$ cat src/rtl/debug_pkg.sv
// -----------------------------------------------------------------------------
// debug_pkg
// Shared definitions for the host-debug controller: the top-level FSM state
// encoding (also exported on state_o for the ILA), the serializer's handshake
// states, the host command bytes and the default end-of-load instruction word.
// -----------------------------------------------------------------------------
package debug_pkg;

  typedef enum logic [3:0] {
    IDLE       = 4'd0,
    LOAD       = 4'd1,
    STEP       = 4'd2,
    RUN        = 4'd3,
    DUMP_FETCH = 4'd4,  // dump address is on the read ports, data not yet valid
    DUMP_SEND  = 4'd5,  // read data valid: latch word and hand it to the serializer
    DUMP_WAIT  = 4'd6   // serializer is shifting the word out
  } state_t;

  typedef enum logic [2:0] {
    SER_IDLE  = 3'd0,
    SER_ISSUE = 3'd1,  // first byte: wait for an idle transmitter
    SER_PULSE = 3'd2,  // tx_start_o is high this cycle
    SER_HOLD  = 3'd3,  // tx_ready_i is not trusted yet
    SER_WAIT  = 3'd4   // wait for the transmitter to go idle again
  } ser_state_t;

  localparam logic [7:0] CMD_LOAD  = 8'h01;
  localparam logic [7:0] CMD_STEP  = 8'h02;
  localparam logic [7:0] CMD_RUN   = 8'h04;
  localparam logic [7:0] CMD_DUMP  = 8'h10;
  localparam logic [7:0] CMD_PAUSE = 8'h20;

  localparam logic [31:0] DEFAULT_HALT_WORD = 32'hFC00_0000;

endpackage

$ cat src/rtl/debug_controller_serializer.sv
// -----------------------------------------------------------------------------
// debug_word_serializer
// Latches an NB_DATA word on load_i and sends it LSB first as N_BYTES bytes
// over the tx_start/tx_ready handshake of a byte UART. done_o pulses for one
// cycle once the transmitter has gone idle after the last byte.
// Ports:
//   clock_i, reset_i   clock, asynchronous active-high reset
//   load_i, word_i     one-cycle load strobe and the word to send
//   tx_ready_i         transmitter idle level
//   tx_data_o          byte being sent, held until tx_ready_i rises again
//   tx_start_o         one-cycle transmit start
//   done_o             one-cycle completion pulse
// -----------------------------------------------------------------------------
module debug_word_serializer
  import debug_pkg::*;
#(
  parameter int NB_DATA = 32,
  parameter int N_BYTES = NB_DATA / 8
) (
  input  logic               clock_i,
  input  logic               reset_i,
  input  logic               load_i,
  input  logic [NB_DATA-1:0] word_i,
  input  logic               tx_ready_i,
  output logic [7:0]         tx_data_o,
  output logic               tx_start_o,
  output logic               done_o
);

  localparam int NB_BCNT = $clog2(N_BYTES + 1);

  ser_state_t           ser_state_r;
  logic [NB_DATA-1:0]   shift_r;
  logic [NB_BCNT-1:0]   sent_r;
  logic [7:0]           tx_data_r;
  logic                 tx_start_r;
  logic                 done_r;

  // Byte handshake sequencer: start only on an idle transmitter, skip one
  // cycle after the start, then wait for the transmitter to report idle.
  always_ff @(posedge clock_i or posedge reset_i) begin
    if (reset_i) begin
      ser_state_r <= SER_IDLE;
      shift_r     <= {NB_DATA{1'b0}};
      sent_r      <= {NB_BCNT{1'b0}};
      tx_data_r   <= 8'h00;
      tx_start_r  <= 1'b0;
      done_r      <= 1'b0;
    end else begin
      tx_start_r <= 1'b0;
      done_r     <= 1'b0;
      case (ser_state_r)
        SER_IDLE: begin
          if (load_i) begin
            shift_r     <= word_i;
            sent_r      <= {NB_BCNT{1'b0}};
            ser_state_r <= SER_ISSUE;
          end
        end
        SER_ISSUE: begin
          if (tx_ready_i) begin
            tx_data_r   <= shift_r[7:0];
            shift_r     <= {8'h00, shift_r[NB_DATA-1:8]};
            tx_start_r  <= 1'b1;
            sent_r      <= sent_r + NB_BCNT'(1);
            ser_state_r <= SER_PULSE;
          end
        end
        SER_PULSE: ser_state_r <= SER_HOLD;
        SER_HOLD:  ser_state_r <= SER_WAIT;
        SER_WAIT: begin
          if (tx_ready_i) begin
            if (sent_r == NB_BCNT'(N_BYTES)) begin
              done_r      <= 1'b1;
              ser_state_r <= SER_IDLE;
            end else begin
              tx_data_r   <= shift_r[7:0];
              shift_r     <= {8'h00, shift_r[NB_DATA-1:8]};
              tx_start_r  <= 1'b1;
              sent_r      <= sent_r + NB_BCNT'(1);
              ser_state_r <= SER_PULSE;
            end
          end
        end
        default: ser_state_r <= SER_IDLE;
      endcase
    end
  end

  assign tx_data_o  = tx_data_r;
  assign tx_start_o = tx_start_r;
  assign done_o     = done_r;

endmodule

$ cat src/rtl/debug_controller.sv
// -----------------------------------------------------------------------------
// debug_controller
// Host-debug controller for the pipelined MIPS core. Decodes host command
// bytes from the UART receiver, loads instruction memory, steps or runs the
// pipeline, and dumps cycle counter, PC, register file and data memory back
// through the UART transmitter.
// Ports:
//   clock_i, reset_i          clock, asynchronous active-high reset
//   rx_data_i, rx_valid_i     received byte and its one-cycle strobe
//   tx_data_o, tx_start_o     transmit byte and one-cycle start
//   tx_ready_i                transmitter idle level
//   halt_i                    core has retired HALT
//   pipe_en_o                 pipeline enable
//   imem_we_o/addr_o/data_o   instruction-memory write port
//   debug_sel_o               steer RF/DMEM read ports to the debug addresses
//   reg_addr_o, reg_data_i    register read port (1-cycle latency)
//   dmem_addr_o, dmem_data_i  data-memory read port (1-cycle latency)
//   pc_i                      current PC
//   state_o                   FSM state for the ILA
// -----------------------------------------------------------------------------
module debug_controller
  import debug_pkg::*;
#(
  parameter int                 NB_DATA       = 32,
  parameter int                 N_BYTES       = NB_DATA / 8,
  parameter int                 NB_REG        = 5,
  parameter int                 N_REGISTER    = 32,
  parameter int                 NB_DADDR      = 7,
  parameter int                 N_MEMORY_DATA = 128,
  parameter int                 NB_IADDR      = 7,
  parameter int                 NB_PC         = 7,
  parameter logic [NB_DATA-1:0] HALT_WORD     = NB_DATA'(DEFAULT_HALT_WORD)
) (
  input  logic                clock_i,
  input  logic                reset_i,
  input  logic [7:0]          rx_data_i,
  input  logic                rx_valid_i,
  output logic [7:0]          tx_data_o,
  output logic                tx_start_o,
  input  logic                tx_ready_i,
  input  logic                halt_i,
  output logic                pipe_en_o,
  output logic                imem_we_o,
  output logic [NB_IADDR-1:0] imem_addr_o,
  output logic [NB_DATA-1:0]  imem_data_o,
  output logic                debug_sel_o,
  output logic [NB_REG-1:0]   reg_addr_o,
  input  logic [NB_DATA-1:0]  reg_data_i,
  output logic [NB_DADDR-1:0] dmem_addr_o,
  input  logic [NB_DATA-1:0]  dmem_data_i,
  input  logic [NB_PC-1:0]    pc_i,
  output logic [3:0]          state_o
);

  localparam int N_WORDS = 2 + N_REGISTER + N_MEMORY_DATA;
  localparam int NB_IDX  = $clog2(N_WORDS);
  localparam int NB_BCNT = $clog2(N_BYTES + 1);

  state_t               state_r;
  logic [NB_DATA-1:0]   cycle_cnt_r;
  logic [NB_DATA-1:0]   asm_r;
  logic [NB_BCNT-1:0]   byte_cnt_r;
  logic                 imem_we_r;
  logic [NB_IADDR-1:0]  imem_addr_r;
  logic [NB_DATA-1:0]   imem_data_r;
  logic                 pipe_en_r;
  logic                 debug_sel_r;
  logic [NB_REG-1:0]    reg_addr_r;
  logic [NB_DADDR-1:0]  dmem_addr_r;
  logic [NB_IDX-1:0]    word_idx_r;
  logic                 ser_load_r;
  logic [NB_DATA-1:0]   ser_word_r;

  logic [NB_DATA-1:0]   asm_next_s;
  logic                 load_last_s;
  logic [NB_IDX-1:0]    next_idx_s;
  logic [NB_DATA-1:0]   word_sel_s;
  logic                 ser_done_s;

  // Bytes arrive LSB first, so each new byte enters at the top and shifts down.
  assign asm_next_s  = {rx_data_i, asm_r[NB_DATA-1:8]};
  // Evaluated while the write strobe is high: stop on HALT or on the top address.
  assign load_last_s = (imem_data_r == HALT_WORD) || (imem_addr_r == {NB_IADDR{1'b1}});
  assign next_idx_s  = word_idx_r + NB_IDX'(1);

  // Dump word source for the current index; the PC is zero-extended.
  always_comb begin
    if (word_idx_r == NB_IDX'(0)) begin
      word_sel_s = cycle_cnt_r;
    end else if (word_idx_r == NB_IDX'(1)) begin
      word_sel_s = NB_DATA'(pc_i);
    end else if (word_idx_r < NB_IDX'(2 + N_REGISTER)) begin
      word_sel_s = reg_data_i;
    end else begin
      word_sel_s = dmem_data_i;
    end
  end

  // Main controller: command decode, load path, step/run control, dump sequencing.
  always_ff @(posedge clock_i or posedge reset_i) begin
    if (reset_i) begin
      state_r     <= IDLE;
      cycle_cnt_r <= {NB_DATA{1'b0}};
      asm_r       <= {NB_DATA{1'b0}};
      byte_cnt_r  <= {NB_BCNT{1'b0}};
      imem_we_r   <= 1'b0;
      imem_addr_r <= {NB_IADDR{1'b0}};
      imem_data_r <= {NB_DATA{1'b0}};
      pipe_en_r   <= 1'b0;
      debug_sel_r <= 1'b0;
      reg_addr_r  <= {NB_REG{1'b0}};
      dmem_addr_r <= {NB_DADDR{1'b0}};
      word_idx_r  <= {NB_IDX{1'b0}};
      ser_load_r  <= 1'b0;
      ser_word_r  <= {NB_DATA{1'b0}};
    end else begin
      imem_we_r  <= 1'b0;
      ser_load_r <= 1'b0;
      if (pipe_en_r) begin
        cycle_cnt_r <= cycle_cnt_r + NB_DATA'(1);
      end
      case (state_r)
        IDLE: begin
          if (rx_valid_i) begin
            case (rx_data_i)
              CMD_LOAD: begin
                state_r     <= LOAD;
                imem_addr_r <= {NB_IADDR{1'b0}};
                cycle_cnt_r <= {NB_DATA{1'b0}};
                byte_cnt_r  <= {NB_BCNT{1'b0}};
              end
              CMD_STEP: state_r <= STEP;
              CMD_RUN:  state_r <= RUN;
              CMD_DUMP: begin
                state_r     <= DUMP_FETCH;
                debug_sel_r <= 1'b1;
                word_idx_r  <= {NB_IDX{1'b0}};
                reg_addr_r  <= {NB_REG{1'b0}};
                dmem_addr_r <= {NB_DADDR{1'b0}};
              end
              default: state_r <= IDLE;
            endcase
          end
        end
        LOAD: begin
          if (imem_we_r && load_last_s) begin
            state_r <= IDLE;
          end else begin
            if (imem_we_r) begin
              imem_addr_r <= imem_addr_r + NB_IADDR'(1);
            end
            if (rx_valid_i) begin
              asm_r <= asm_next_s;
              if (byte_cnt_r == NB_BCNT'(N_BYTES - 1)) begin
                byte_cnt_r  <= {NB_BCNT{1'b0}};
                imem_we_r   <= 1'b1;
                imem_data_r <= asm_next_s;
              end else begin
                byte_cnt_r <= byte_cnt_r + NB_BCNT'(1);
              end
            end
          end
        end
        STEP: begin
          // One enabled cycle unless the core is already halted.
          if (pipe_en_r || halt_i) begin
            pipe_en_r   <= 1'b0;
            state_r     <= DUMP_FETCH;
            debug_sel_r <= 1'b1;
            word_idx_r  <= {NB_IDX{1'b0}};
            reg_addr_r  <= {NB_REG{1'b0}};
            dmem_addr_r <= {NB_DADDR{1'b0}};
          end else begin
            pipe_en_r <= 1'b1;
          end
        end
        RUN: begin
          if (halt_i || (rx_valid_i && (rx_data_i == CMD_PAUSE))) begin
            pipe_en_r   <= 1'b0;
            state_r     <= DUMP_FETCH;
            debug_sel_r <= 1'b1;
            word_idx_r  <= {NB_IDX{1'b0}};
            reg_addr_r  <= {NB_REG{1'b0}};
            dmem_addr_r <= {NB_DADDR{1'b0}};
          end else begin
            pipe_en_r <= 1'b1;
          end
        end
        DUMP_FETCH: state_r <= DUMP_SEND;
        DUMP_SEND: begin
          ser_word_r <= word_sel_s;
          ser_load_r <= 1'b1;
          state_r    <= DUMP_WAIT;
        end
        DUMP_WAIT: begin
          if (ser_done_s) begin
            if (word_idx_r == NB_IDX'(N_WORDS - 1)) begin
              state_r     <= IDLE;
              debug_sel_r <= 1'b0;
            end else begin
              word_idx_r <= next_idx_s;
              state_r    <= DUMP_FETCH;
              if ((next_idx_s >= NB_IDX'(2)) && (next_idx_s < NB_IDX'(2 + N_REGISTER))) begin
                reg_addr_r <= NB_REG'(next_idx_s - NB_IDX'(2));
              end
              if (next_idx_s >= NB_IDX'(2 + N_REGISTER)) begin
                dmem_addr_r <= NB_DADDR'(next_idx_s - NB_IDX'(2 + N_REGISTER));
              end
            end
          end
        end
        default: state_r <= IDLE;
      endcase
    end
  end

  debug_word_serializer #(
    .NB_DATA (NB_DATA),
    .N_BYTES (N_BYTES)
  ) u_serializer (
    .clock_i    (clock_i),
    .reset_i    (reset_i),
    .load_i     (ser_load_r),
    .word_i     (ser_word_r),
    .tx_ready_i (tx_ready_i),
    .tx_data_o  (tx_data_o),
    .tx_start_o (tx_start_o),
    .done_o     (ser_done_s)
  );

  assign pipe_en_o   = pipe_en_r;
  assign imem_we_o   = imem_we_r;
  assign imem_addr_o = imem_addr_r;
  assign imem_data_o = imem_data_r;
  assign debug_sel_o = debug_sel_r;
  assign reg_addr_o  = reg_addr_r;
  assign dmem_addr_o = dmem_addr_r;
  assign state_o     = state_r;

endmodule

$ cat config.mk
export PLATFORM = sky130hd
export DESIGN_NAME = debug_controller
export DESIGN_NICKNAME = d
export VERILOG_FILES = /design/src/rtl/debug_pkg.sv /design/src/rtl/debug_controller_serializer.sv /design/src/rtl/debug_controller.sv
export SDC_FILE = /design/constraint.sdc
export NUM_CORES = 1
export LEC_CHECK = 0
export BUFFER_PORTS_ARGS = -buffer_cell sky130_fd_sc_hd__buf_2
export CAP_MARGIN = 30
export CORE_ASPECT_RATIO = 1.75
export CORE_MARGIN = 4
export CORE_UTILIZATION = 30
export CTS_BUF_LIST = sky130_fd_sc_hd__clkbuf_8
export CTS_CLUSTER_DIAMETER = 100
export DETAILED_ROUTE_END_ITERATION = 8
export PLACE_DENSITY_LB_ADDON = 0.3
export REMOVE_ABC_BUFFERS = 1
export SYNTH_ARGS = -nofsm -noshare
export SYNTH_HDL_FRONTEND = slang
export SYNTH_HIERARCHICAL = 1
export SYNTH_SLANG_ARGS = --single-unit
$ cat constraint.sdc
create_clock -name clock_i -period 16.6 [get_ports clock_i]
set_clock_uncertainty 0.05 [all_clocks]
set_input_delay 4.15 -clock clock_i [delete_from_list [all_inputs] [get_ports clock_i]]
set_output_delay 4.15 -clock clock_i [all_outputs]
set_load 0.005 [all_outputs]
==> flow_metrics.tcl, run 1 <==
set metrics [dict create \
    outcome "completed" \
    cellLeakagePower_nw 5.548 \
    placed_area_um2 11010 \
    antenna_violations_before_repair 0 \
    clock_path_buffers 3 \
    worst-setup-path-type "in2reg" \
    synth_adder_area_share_pct 1.388 \
    detailedRoute.firstIterationViolations 309 \
    worst_ep_required_time_ns 16.94 \
    cts.htree.levels 2 \
    drt_wl_total_um 26180 \
    synth-seq-cells 205 \
    fmax_mhz 163.6 \
    globalRouteOverflowTotal 0 \
    worstReg2RegStart "word_idx_r[0]$_DFFE_PP0P_" \
    dominantRegCellSynth "sky130_fd_sc_hd__dfrtp_1" \
    num-nets-final 1159 \
    setup_tns_ns 0 \
    synth.distinct_cells 63 \
    post-dp-hpwl_um 18880 \
    areaGrowthSynthToFinish_pct 18.91 \
    numCtsBuffers 35 \
    grt_util_all_layers_pct 14.51 \
    worstPathCellList "buf_2 > or4b_4 > o311ai_2 > o2111ai_1 > or2_0 > buf_4 > a31oi_4 > mux2_2" \
    n_antenna_cell 0 \
    critical_path.n_buffers_inverters 2 \
    die_w_um 145.4 \
    die_area_um2 36130 \
    tritoncts "built" \
    endpoint_worst_hold "u_serializer/tx_data_o[6]$_DFFE_PP0P_" \
    grt_pass1_vias 7802 \
    wire_per_inst_um 17.60 \
    final.min_clock_period_ns 6.111 \
    die_h_um 248.5 \
    grt_setup_unrepaired "false" \
    slowest_delay_ns 0.55 \
    first_pass_iters 5 \
    cts.sink_count 205 \
    cell_count_of_the_worst_hold_path 1 \
    synth_largest_type_area_fraction_pct 51.75 \
    synth_area_in_xor_xnor_pct 3.622 \
    clk_transition_reported_paths_ns 0.07 \
    max_cap_violations 0 \
    hp-class "reg2reg" \
    yosysTopAreaCell "sky130_fd_sc_hd__dfrtp_1" \
    power.density_cell_area_nw_per_um2 148.5 \
    floorplan.io_pins 151 \
    worst-path-max-fanout 16 \
    avgViaCountPerCell 4.942 \
    ratio_of_cells_with_drive_above_1_in_the_final_layout_pct 29.90 \
    main_combinational_cell_family_by_area_after_synthesis "multiplexers" \
    globalplace.congestion 0.7647 \
    worst_tran_pin_value_ns 0.8374 \
    rows 87 \
    critical_path.endpoint_type "flop" \
    critical_path.startpoint_type "input pin" \
    timing.critical_path.slowest_stage_cell "sky130_fd_sc_hd__or4b_4" \
    reg2reg_slack_ns 13.55 \
    cts_resized 0 \
    grt_first_pass_wirelength_um 42880 \
    ys_top_cells_by_area "sky130_fd_sc_hd__dfrtp_1 52%, sky130_fd_sc_hd__mux2_2 11%, sky130_fd_sc_hd__nand2_1 3.8%, sky130_fd_sc_hd__mux2i_1 3.0%, sky130_fd_sc_hd__o21ai_0 2.5%" \
    ant_nets 0 \
    finalInstanceArea_um2 11790 \
    synth_warnings 6 \
    postCtsSetupRepairBufs 0 \
    synth.avg_cell_area_um2 10.80 \
    irDropWorstVdd_uv 110.2 \
    ff2ff_path_depth 7 \
    numPlacedInstances 1426 \
    slew_headroom_pct 44.17 \
    synth_common_cells "205 x sky130_fd_sc_hd__dfrtp_1, 100 x sky130_fd_sc_hd__nand2_1, 97 x sky130_fd_sc_hd__mux2_2" \
    synth_edf_count 0 \
    slew_violations 0 \
    post_synth_mux_area_share_pct 14.96 \
    coreArea_um2 32440 \
    clk_latency_worst_skew_pair_ns 0.51 \
    critical_path_arrival_ns 6.45 \
    synthCells 918 \
    setup_viol_count_final 0 \
    final_core_util_pct 36.34 \
    route.vias.total 7349 \
    grt_start_max_net_pins 87 \
    synth_compound_area_share_pct 10.73 \
    hold_path_startpoint "u_serializer/tx_data_o[6]$_DFFE_PP0P_" \
    start_util_pct 30.56 \
    synth_simple_gate_area_share_pct 14.20 \
    critical_path.reg2reg.endpoint "reg_addr_o[2]$_DFFE_PP0P_" \
    synthMostInstantiatedCell "sky130_fd_sc_hd__dfrtp_1" \
    post-route-period-util_pct 36.82 \
    post-layout-total-power_mw 1.750 \
    synth-async-reset-ratio_pct 100.0 \
    post_cts_hold_buffer_count 0 \
    timing.critical_path.max_delay_family "simple AND/OR/NAND/NOR gates" \
    synth_sequential_area_ratio_pct 51.75 \
    io_buffers 149 \
    drcViolationCount 0 \
    cts_root_buf "sky130_fd_sc_hd__clkbuf_8" \
    post_synthesis_cell_area_um2 9913 \
    finalNonFillerCells 1487 \
    finalHoldViolations 0 \
]
where the power goes:
group          internal [mW]  switching [mW]  leakage (nW)  total (mW)
clock network          0.279           0.205         0.410       0.483
logic                  0.232           0.254          2.41       0.486
registers              0.656           0.125          2.72       0.781
total                   1.17           0.584          5.55        1.75
layout make-up:
type / count / area, µm²
clock buffers: 46 / 633.1
clock inverters: 14 / 115.1
fillers: 3303 / 20650
inverters: 17 / 68.82
multi-input cells: 642 / 4469
flip-flops and latches: 205 / 5130
well taps: 400 / 500.5
repair buffers: 163 / 870.8
cell families (layout without fill, tap and decap cells):
logic type | count (synthesis) | in the layout
compound gates | 167 | 167
xor+xnor | 41 | 41
fa+ha+maj | 11 | 11
buf+inv | 71 | 240
flops | 205 | 205
mux | 135 | 135
other cells | 1 | 1
simple gates | 287 | 287
metal layers:
metal | wire length (µm) | global-route usage, % | up-vias
met1 | 9908 | 15.95 | 3552
met5 | 0 | 0 | -
li1 | - | - | 3575
met2 | 14430 | 27.87 | 176
met4 | 697 | 4.401 | 0
met3 | 1138 | 2.823 | 46
worst max path at each step:
stage | startpoint | to | slack [ns] | cells past startpoint
5_1_grt | rx_data_i[1] | dmem_addr_o[5]$_DFFE_PP0P_ | 10.38 | 8
3_5_place_dp | rx_data_i[1] | dmem_addr_o[4]$_DFFE_PP0P_ | 9.97 | 8
2_1_floorplan | reset_i | asm_r[10]$_DFFE_PP0P_ | 8.17 | 1
3_3_place_gp | rx_data_i[1] | dmem_addr_o[3]$_DFFE_PP0P_ | 9.99 | 8
6_report | rx_data_i[1] | dmem_addr_o[1]$_DFFE_PP0P_ | 10.49 | 8
4_1_cts | rx_data_i[1] | dmem_addr_o[1]$_DFFE_PP0P_ | 10.52 | 8
sequential cells by signal (all words and copies together), names as in the netlist, 5 cells and up:
name	flops
imem_addr_o	7
u_serializer/shift_r	32
cycle_cnt_r	32
dmem_addr_o	7
word_idx_r	8
reg_addr_o	5
ser_word_r	32
imem_data_o	32
asm_r	24
u_serializer/tx_data_o	8
per-stage QoR:
step / hold WS (ns) / setup slack [ns]
finish: 0.4263 / 10.49
global route: 0.4479 / 10.38
floorplan: 0.3954 / 8.165
global placement: 0.4119 / 9.995
CTS: 0.4336 / 10.52
detailed placement: 0.4207 / 9.968
cell usage in the layout, fill, tap and decap left out, types with 3 or more instances in the layout:
cell type	Yosys	final
sky130_fd_sc_hd__xor2_1	18	18
sky130_fd_sc_hd__nor2_1	65	64
sky130_fd_sc_hd__ha_1	11	11
sky130_fd_sc_hd__and4_1	6	6
sky130_fd_sc_hd__mux2i_1	30	30
sky130_fd_sc_hd__a21oi_1	16	16
sky130_fd_sc_hd__o21ai_1	35	34
sky130_fd_sc_hd__nor4_1	10	10
sky130_fd_sc_hd__inv_1	17	23
sky130_fd_sc_hd__mux2_2	97	97
sky130_fd_sc_hd__nand4_1	15	15
sky130_fd_sc_hd__buf_4	2	13
sky130_fd_sc_hd__and2_1	7	7
sky130_fd_sc_hd__buf_2	8	149
sky130_fd_sc_hd__o21ai_0	49	49
sky130_fd_sc_hd__clkbuf_8	0	46
sky130_fd_sc_hd__nand3_1	23	22
sky130_fd_sc_hd__nand2b_1	9	9
sky130_fd_sc_hd__o22ai_1	3	3
sky130_fd_sc_hd__or3_1	9	9
sky130_fd_sc_hd__nor3_1	7	7
sky130_fd_sc_hd__nor2b_1	4	3
sky130_fd_sc_hd__a22oi_1	25	25
sky130_fd_sc_hd__dfrtp_1	205	205
sky130_fd_sc_hd__nand2_1	100	100
sky130_fd_sc_hd__a222oi_1	7	7
sky130_fd_sc_hd__a22o_1	6	6
sky130_fd_sc_hd__mux2_1	8	8
sky130_fd_sc_hd__xnor2_1	23	23
sky130_fd_sc_hd__o31ai_1	6	6
sky130_fd_sc_hd__nor3b_1	5	5
sky130_fd_sc_hd__and3_1	10	10
No activity file was read; power rests on OpenSTA's default activity.
==> run 2, diff against run 1 <==
Clock period 16.6 ns to 6 ns, I/O delays scaled along.
==> flow_metrics.tcl, run 2 (synthesis gave the netlist of run 1 again) <==
set metrics [dict create \
    final.min_clock_period_ns 3.714 \
    cts_root_buf "sky130_fd_sc_hd__clkbuf_8" \
    io_buffers 149 \
    cts.sink_count 205 \
    clk_latency_worst_skew_pair_ns 0.53 \
    drcViolationCount 0 \
    mostFrequentLayoutCell "sky130_fd_sc_hd__dfrtp_1" \
    coreArea_um2 32440 \
    globalRouteOverflowTotal 0 \
    grt_setup_unrepaired "false" \
    die_area_um2 36130 \
    critical_path.n_buffers_inverters 1 \
    cell_count_of_the_worst_hold_path 1 \
    ff2ff_path_depth 5 \
    irDropWorstVdd_uv 248.3 \
    fmax_mhz 269.2 \
    timing.critical_path.slowest_stage_cell "sky130_fd_sc_hd__or4b_4" \
    endpoint_worst_hold "u_serializer/tx_data_o[4]$_DFFE_PP0P_" \
    ant_nets 0 \
    power.density_cell_area_nw_per_um2 407.2 \
    post-route-period-util_pct 61.91 \
    hold_path_startpoint "u_serializer/tx_data_o[4]$_DFFE_PP0P_" \
    worst-setup-path-type "in2reg" \
    cts_resized 0 \
    die_w_um 145.4 \
    grt_start_max_net_pins 96 \
    globalplace.congestion 0.7721 \
    post-dp-hpwl_um 18710 \
    setup_viol_count_final 0 \
    die_h_um 248.5 \
    slowest_delay_ns 0.56 \
    reg2reg_slack_ns 2.83 \
    critical_path.startpoint_type "input pin" \
    num-nets-final 1158 \
    clk_transition_reported_paths_ns 0.06 \
    areaGrowthSynthToFinish_pct 18.67 \
    floorplan.io_pins 151 \
    worst-path-stages 7 \
    timing.final.ws_setup_ns 2.286 \
    finalHoldViolations 0 \
    fillerInstances 3293 \
    post_cts_hold_buffer_count 0 \
    cts.htree.levels 2 \
    cellLeakagePower_nw 5.545 \
    grt_pass1_vias 7719 \
    postCtsSetupRepairBufs 0 \
    clock_path_buffers 3 \
    detailedRoute.firstIterationViolations 313 \
    timing.critical_path.max_delay_family "simple AND/OR/NAND/NOR gates" \
    worst_ep_required_time_ns 6.36 \
    grt_first_pass_wirelength_um 42610 \
    ratio_of_cells_with_drive_above_1_in_the_final_layout_pct 29.81 \
    n_antenna_cell 0 \
    worst_tran_pin_value_ns 0.9048 \
    grt_util_all_layers_pct 14.48 \
    worstPathCellList "buf_2 > or4b_4 > o311ai_2 > o2111ai_1 > or2_0 > a31oi_4 > mux2_2" \
    critical_path_arrival_ns 4.07 \
    numCtsBuffers 35 \
    slew_violations 0 \
    route.vias.total 7376 \
    setup_tns_ns 0 \
    critical_path.endpoint_type "flop" \
    outcome "completed" \
    slew_headroom_pct 39.68 \
    worstReg2RegStart "state_o[0]$_DFFE_PP0P_" \
    rows 87 \
    avgViaCountPerCell 4.960 \
    first_pass_iters 5 \
    tritoncts "built" \
    worst-path-max-fanout 16 \
    antenna_violations_before_repair 0 \
    hp-class "reg2reg" \
    drt_wl_total_um 25970 \
    max_cap_violations 0 \
    critical_path.reg2reg.endpoint "reg_addr_o[4]$_DFFE_PP0P_" \
    layout_common_cells "205 x sky130_fd_sc_hd__dfrtp_1, 149 x sky130_fd_sc_hd__buf_2, 100 x sky130_fd_sc_hd__nand2_1" \
    wire_per_inst_um 17.47 \
    start_util_pct 30.56 \
    preCtsSetupSlack_ns 1.755 \
]
==> run 2: changes by cell type in the layout (fill, tap and decap cells not counted), sizes merged <==
cell / previous run / this run
clkinvlp: 2 / 1
buf: 163 / 162
inv: 25 / 27
bufinv: 2 / 1
clkbuf: 46 / 45
clkinv: 2 / 4
==> run 2: area by class of cell <==
type	instances	area [µm²]	area share [%]
sequential	205	5130	43.61
multi-input combinational	642	4469	37.99
timing repair buffer	162	875.8	7.445
clock buffer	45	619.3	5.265
tap	400	500.5	4.254
clock inverter	16	100.1	0.8509
inverter	17	68.82	0.5850
==> run 2: metal layers <==
metal	GRT usage, %	vias up	share of wire, %
met4	5.678	0	3.6
met5	0	-	0
met3	2.842	59	4.2
met1	15.58	3567	37
li1	-	3569	-
met2	27.52	181	55
==> run 2: how the worst max path moves through the flow <==
stage / to / slack [ns] / from
final: dmem_addr_o[0]$_DFFE_PP0P_ / 2.29 / rx_data_i[1]
after global routing: dmem_addr_o[0]$_DFFE_PP0P_ / 2.15 / rx_data_i[1]
after CTS: dmem_addr_o[0]$_DFFE_PP0P_ / 2.32 / rx_data_i[1]
after detailed placement: dmem_addr_o[0]$_DFFE_PP0P_ / 1.76 / rx_data_i[1]
after global placement: dmem_addr_o[1]$_DFFE_PP0P_ / 1.80 / rx_data_i[1]
after floorplan: asm_r[10]$_DFFE_PP0P_ / 0.22 / reset_i
==> run 2: power by group <==
| group | total [mW] | internal (mW) | switching (mW) |
|---|---|---|---|
| registers | 2.17 | 1.81 | 0.351 |
| clock network | 1.30 | 0.718 | 0.578 |
| logic | 1.33 | 0.637 | 0.692 |
| total | 4.79 | 3.17 | 1.62 |
==> run 2: through the flow <==
| step | cells | instance area [µm²] | hold WS [ns] | utilization, % | power (mW) |
|---|---|---|---|---|---|
| after CTS | 1486 | 11740 | 0.4324 | 36.18 | 4.882 |
| after global placement | 1424 | 11000 | 0.4107 | 33.90 | 3.517 |
| final | 1487 | 11760 | 0.4256 | 36.26 | 4.791 |
| after floorplan | 864 | 9648 | 0.3954 | - | 2.981 |
| after detailed placement | 1425 | 11020 | 0.4194 | 33.96 | 3.551 |
| after global routing | 1487 | 11760 | 0.4455 | 36.26 | 5.129 |
==> run 2: worst register-to-register path: cells and delay by family (launching register included) <==
family / cells / cell delay (ns)
AOI/OAI and AO/OA: 3 / 1.06
DFF: 1 / 0.58
and+or+nand+nor: 2 / 1.42
